## src/rtl/uart_tx_arbiter.sv

```systemverilog
// uart_tx_arbiter: four requesters share one UART transmitter. A round-robin
// arbiter picks a requester, latches its byte and serialises it as
// start(0) / DATA_W data bits LSB first / stop(1). Back-to-back frames skip
// the ALIGN state so the line has no idle bit between consecutive frames.
//
// Ports:
//   clk        system clock, rising edge
//   reset      asynchronous, active-high reset
//   baud_tick  one-cycle strobe per bit period
//   req        per-requester transmit request (level)
//   req_data   requester i byte at [i*DATA_W +: DATA_W]
//   gnt        one-hot acceptance pulse, the cycle after capture
//   owner      index of the requester owning the current or last frame
//   busy       high whenever the transmitter is not idle
//   tx         serial output, idle high
module uart_tx_arbiter #(
  parameter int DATA_W  = 8,
  parameter int NUM_REQ = 4
) (
  input  logic                      clk,
  input  logic                      reset,
  input  logic                      baud_tick,
  input  logic [NUM_REQ-1:0]        req,
  input  logic [NUM_REQ*DATA_W-1:0] req_data,
  output logic [NUM_REQ-1:0]        gnt,
  output logic [1:0]                owner,
  output logic                      busy,
  output logic                      tx
);

  localparam int CNT_W = (DATA_W > 1) ? $clog2(DATA_W) : 1;

  typedef enum logic [2:0] {
    IDLE  = 3'd0,
    ALIGN = 3'd1,
    START = 3'd2,
    DATA  = 3'd3,
    STOP  = 3'd4
  } state_t;

  state_t              state, state_nx;
  logic [DATA_W-1:0]   shift, shift_nx;
  logic [CNT_W-1:0]    cnt, cnt_nx;
  logic                tx_nx;
  logic                busy_nx;
  logic [NUM_REQ-1:0]  gnt_nx;
  logic [1:0]          owner_nx;
  logic [1:0]          last_winner, last_nx;
  logic [1:0]          win;
  logic                grab;

  // Round-robin pick: first set request starting just after the last winner.
  function automatic logic [1:0] rr_pick(input logic [NUM_REQ-1:0] r,
                                         input logic [1:0] last);
    logic [1:0] pick;
    logic [1:0] cand;
    logic       found;
    pick  = last;
    found = 1'b0;
    for (int i = 1; i <= 4; i++) begin
      cand = last + 2'(i);
      if (!found && r[cand]) begin
        pick  = cand;
        found = 1'b1;
      end else begin
        pick  = pick;
      end
    end
    return pick;
  endfunction

  // Next-state and next-output logic for the transmit FSM and arbiter.
  always_comb begin
    state_nx = state;
    shift_nx = shift;
    cnt_nx   = cnt;
    tx_nx    = tx;
    gnt_nx   = '0;
    owner_nx = owner;
    last_nx  = last_winner;
    grab     = 1'b0;
    win      = rr_pick(req, last_winner);

    case (state)
      IDLE: begin
        if (req != '0) begin
          grab     = 1'b1;
          state_nx = ALIGN;
        end else begin
          state_nx = IDLE;
        end
      end
      ALIGN: begin
        // Waits for a tick boundary so the start bit lasts a full period.
        if (baud_tick) begin
          tx_nx    = 1'b0;
          state_nx = START;
        end else begin
          tx_nx    = 1'b1;
        end
      end
      START: begin
        if (baud_tick) begin
          tx_nx    = shift[0];
          shift_nx = {1'b0, shift[DATA_W-1:1]};
          cnt_nx   = '0;
          state_nx = DATA;
        end else begin
          state_nx = START;
        end
      end
      DATA: begin
        if (baud_tick) begin
          // cnt is the index of the bit currently on the line.
          if (cnt == CNT_W'(DATA_W - 1)) begin
            tx_nx    = 1'b1;
            state_nx = STOP;
          end else begin
            tx_nx    = shift[0];
            shift_nx = {1'b0, shift[DATA_W-1:1]};
            cnt_nx   = cnt + CNT_W'(1);
          end
        end else begin
          state_nx = DATA;
        end
      end
      STOP: begin
        if (baud_tick) begin
          if (req != '0) begin
            // Back-to-back: new start bit begins right as stop bit ends.
            grab     = 1'b1;
            tx_nx    = 1'b0;
            state_nx = START;
          end else begin
            state_nx = IDLE;
          end
        end else begin
          state_nx = STOP;
        end
      end
      default: begin
        state_nx = IDLE;
        tx_nx    = 1'b1;
      end
    endcase

    if (grab) begin
      shift_nx = req_data[win*DATA_W +: DATA_W];
      owner_nx = win;
      last_nx  = win;
      gnt_nx   = NUM_REQ'(1) << win;
    end else begin
      last_nx  = last_winner;
    end

    busy_nx = (state_nx != IDLE);
  end

  // State and output registers; reset aborts any frame in flight.
  always_ff @(posedge clk or posedge reset) begin
    if (reset) begin
      state       <= IDLE;
      shift       <= '0;
      cnt         <= '0;
      tx          <= 1'b1;
      busy        <= 1'b0;
      gnt         <= '0;
      owner       <= 2'd0;
      last_winner <= 2'd3;
    end else begin
      state       <= state_nx;
      shift       <= shift_nx;
      cnt         <= cnt_nx;
      tx          <= tx_nx;
      busy        <= busy_nx;
      gnt         <= gnt_nx;
      owner       <= owner_nx;
      last_winner <= last_nx;
    end
  end

endmodule

```

## config.mk

```make
export PLATFORM = sky130hd
export DESIGN_NAME = uart_tx_arbiter
export DESIGN_NICKNAME = d
export VERILOG_FILES = /design/src/rtl/uart_tx_arbiter.sv
export SDC_FILE = /design/constraint.sdc
export NUM_CORES = 1
export LEC_CHECK = 0
export ABC_AREA = 1
export CORE_ASPECT_RATIO = 2
export CORE_MARGIN = 2
export CORE_UTILIZATION = 48
export DETAILED_ROUTE_END_ITERATION = 10
export PLACE_DENSITY = 0.87
export SLEW_MARGIN = 30
export SYNTH_ARGS = -nofsm -noshare
export SYNTH_HDL_FRONTEND = slang
export SYNTH_SLANG_ARGS = --single-unit
```

## constraint.sdc

```tcl
create_clock -name clk -period 2.2 [get_ports clk]
set_clock_uncertainty 0.15 [all_clocks]
set_input_delay 0.44 -clock clk [delete_from_list [all_inputs] [get_ports clk]]
set_output_delay 0.44 -clock clk [all_outputs]
set_load 0.01 [all_outputs]
```

==> results.py <==
metrics = {
    "outcome": {
        "status": "finished, violations left",
        "violations": "negative setup slack",
    },
    "detailed_routing": {
        "ant_nets": 0,
        "first_pass_iters": 4,
        "drt-total-wl_um": 4942,
        "drt-initial-drc-count": 65,
        "vias": 1925,
        "vias_per_cell": 5.106,
        "wl_per_cell_um": 13.11,
        "drc": 0,
    },
    "clocking": {
        "cts.path.max_buffers": 2,
        "cts_tree": "built",
        "insertion_delay_ps": 260,
        "cts_buffers": 3,
        "cts_num_sinks": 24,
        "clk_pin_slew_ps": 80,
        "htreeDepth": 1,
        "cts_root_buffer": "clkbuf_8",
    },
    "placed_design": {
        "numPortBuffers": 46,
        "dp_slack_ps": -221.8,
        "gp_congestion": 0.8546,
        "dp_hpwl_um": 3187,
    },
    "timing": {
        "finalSetupViolations": 2,
        "tns_ps": -42.42,
        "relSlewSlack_pct": 75.87,
        "worst_pin_slew_ps": 358.1,
        "fin_crit_sh_pct": 101.8,
        "fmax_ghz": 0.4463,
        "rsz0062_at_grt": "true",
        "setup_ws_ps": -40.49,
        "maxSlewViolCount": 0,
        "hold_violations": 0,
        "layout_min_cycle_time_ps": 2240,
    },
    "logic_synthesis": {
        "synth_nets": 301,
        "syn_area_per_cell_sq_um": 6.665,
        "synthArstFlopShare_pct": 100.0,
        "yosysWarnings": 0,
        "postSynthCellCount": 260,
        "synth_cell_types": 26,
        "synthTopCellsByCount": "97 x nand2_1, 35 x inv_1, 21 x dfrtp_1, 18 x nand3_1, 14 x o21ai_0",
        "synth_top_cells_by_area": "dfrtp_1 30%, nand2_1 21%, inv_1 7.6%, nand3_1 5.2%, dfstp_2 4.5%",
        "synth_top_cell_by_area": "dfrtp_1",
        "yosys.area.top_type_share_pct": 30.32,
        "ys_seq_elements": 24,
        "synth_most_common_cell": "nand2_1",
        "synth_edf_count": 0,
        "mappedNetlistArea_sq_mm": 0.001733,
        "synthFlopType": "dfrtp_1",
        "seq_area_frac_synth_pct": 34.87,
    },
    "setup_path": {
        "worstPathMaxFanout": 6,
        "reg2reg_slack_ps": -40,
        "endpoint_kind": "register",
        "crit_required_ps": 2180,
        "startpoint_type": "register",
        "arrival_ps": 2220,
        "path_class": "reg -> reg",
    },
    "flow_run": {
        "cap_violations": 0,
    },
    "die": {
        "core_area_sq_mm": 0.003416,
        "die_h_um": 88.97,
        "dieArea_sq_mm": 0.004136,
        "io_pins": 47,
        "num_rows": 30,
        "die_x_um": 46.49,
        "start_util_pct": 50.73,
    },
    "layout": {
        "fillCellCount": 236,
        "syn_to_final_growth_pct": 52.20,
        "post-route-util_pct": 77.22,
        "layout-drive-gt1-share_pct": 20.97,
        "final_net_count": 371,
        "antenna_cells": 0,
    },
    "grt": {
        "grt_pass1_wl_um": 6637,
        "antenna_found_initial": 0,
        "grt_max_degree": 25,
        "grt_use_total_pct": 21.49,
        "first_global_vias": 1700,
        "grt_overflow": 0,
    },
    "pwr": {
        "p_leak_nw": 1.339,
        "p_comb_share_pct": 71.8,
        "p_sw_w": 0.001700,
        "clockPowerShare_pct": 7.3,
        "ir_drop_mv": 1.103,
        "power_density_mw_per_mm2": 1322,
        "p_int_w": 0.001787,
        "sw_frac_of_total_pct": 48.75,
        "p_seq_share_pct": 20.9,
    },
    "hold_path": {
        "hold_path_class": "reg -> reg",
    },
}
[through the flow]
stage          power (W)  cell area, sq um  cells  hold WS [ps]
3_3_place_gp    0.002426              2290    358         312.8
3_5_place_dp    0.002471              2290    358         316.1
6_report        0.003486              2638    377         334.1
5_1_grt         0.003745              2638    377         360.0
2_1_floorplan   0.002044              1733    260         299.1
4_1_cts         0.002731              2335    362         337.8
[worst max-delay path: stages (launching register included)]
cell and delay (ps):
dfstp_2 620, buf_12 140, nand2_1 90, nand2_2 100, nand2_2 60, nand2_2 110
nand2_4 70, nand2_2 80, nand2_4 100, buf_8 150, buf_6 130, nand3_1 60
nand2_1 80, nand2_1 80, o211ai_1 90
[layer usage]
metal | routed length [um] | part of all wire [%] | GRT usage, % | vias to the layer above
li1 | - | - | - | 957
met1 | 1645 | 33 | 21.14 | 879
met2 | 2952 | 60 | 43.31 | 74
met3 | 172 | 3.5 | 1.818 | 15
met4 | 172 | 3.5 | 6.494 | 0
met5 | 0 | 0 | 0 | -
[cell usage in the layout (no fill, tap or decap), types with 2 or more instances in the layout]
| master | netlist | final |
|---|---|---|
| clkbuf_8 | 0 | 3 |
| nor2_4 | 3 | 4 |
| nand3_2 | 2 | 2 |
| nand2_1 | 97 | 85 |
| inv_2 | 4 | 3 |
| nand2_2 | 9 | 12 |
| o21ai_0 | 14 | 14 |
| o21ai_1 | 7 | 6 |
| nand3_1 | 18 | 17 |
| buf_6 | 3 | 3 |
| buf_4 | 2 | 16 |
| buf_12 | 0 | 3 |
| nor2_1 | 11 | 11 |
| a21oi_1 | 7 | 7 |
| nand2_8 | 0 | 2 |
| dfrtp_1 | 21 | 21 |
| dfstp_2 | 3 | 3 |
| nand2_4 | 1 | 10 |
| ha_1 | 2 | 2 |
| dlymetal6s2s_1 | 0 | 4 |
| inv_1 | 35 | 35 |
| nor3_1 | 3 | 2 |
| clkdlybuf4s50_1 | 0 | 42 |
| o211ai_1 | 4 | 4 |
| nand3b_1 | 7 | 7 |
[sequential cells by signal, summed over array words and instances (netlist names)]
name         count
shift            8
gnt              4
cnt              3
state            3
last_winner      2
owner            2
busy             1
tx               1
[layout make-up]
type                            instances  area, sq um  area share (%)
Multi-Input combinational cell        192         1071           40.61
Inverter                               40        157.7           5.977
Sequential cell                        24        604.3           22.91
Clock buffer                            4        45.04           1.708
Tap cell                               48        60.06           2.277
Timing Repair Buffer                   69        699.4           26.52
[what timing repair did]
action / in CTS / in global routing
buffers inserted: 0 / 12
hold buffers: 0 / 0
endpoints found under the setup margin: 0 / 10
gates resized for setup: 0 / 44
[power groups by stage]
stage	logic (W)	clock network [W]	registers (W)
after global placement	0.00169	0	0.000735
after detailed placement	0.00173	0	0.000740
after CTS	0.00174	0.000261	0.000732
after floorplan	0.00134	0	0.000702
after global routing	0.00273	0.000277	0.000740
final	0.00250	0.000255	0.000728
[cell families (layout without fill, tap and decap cells)]
| family | count (synthesis) | in the layout | synth area share (%) |
|---|---|---|---|
| AOI/OAI and AO/OA | 35 | 35 | 11.12 |
| adders and majority gates | 2 | 2 | 1.444 |
| buffers and inverters | 47 | 113 | 12.35 |
| DFF | 24 | 24 | 34.87 |
| and+or+nand+nor | 152 | 155 | 40.22 |
[path summary, 6_finish.rpt]
path | end | from | cells past startpoint
max | shift[7] | last_winner[0] | 14
min | shift[3] | shift[3] | 2
max reg2reg | shift[7] | last_winner[0] | 14
min reg2reg | shift[3] | shift[3] | 2
max in group asynchronous | tx | reset | 3
min in group asynchronous | cnt[2] | reset | 3
(Power assumes the default switching activity.)
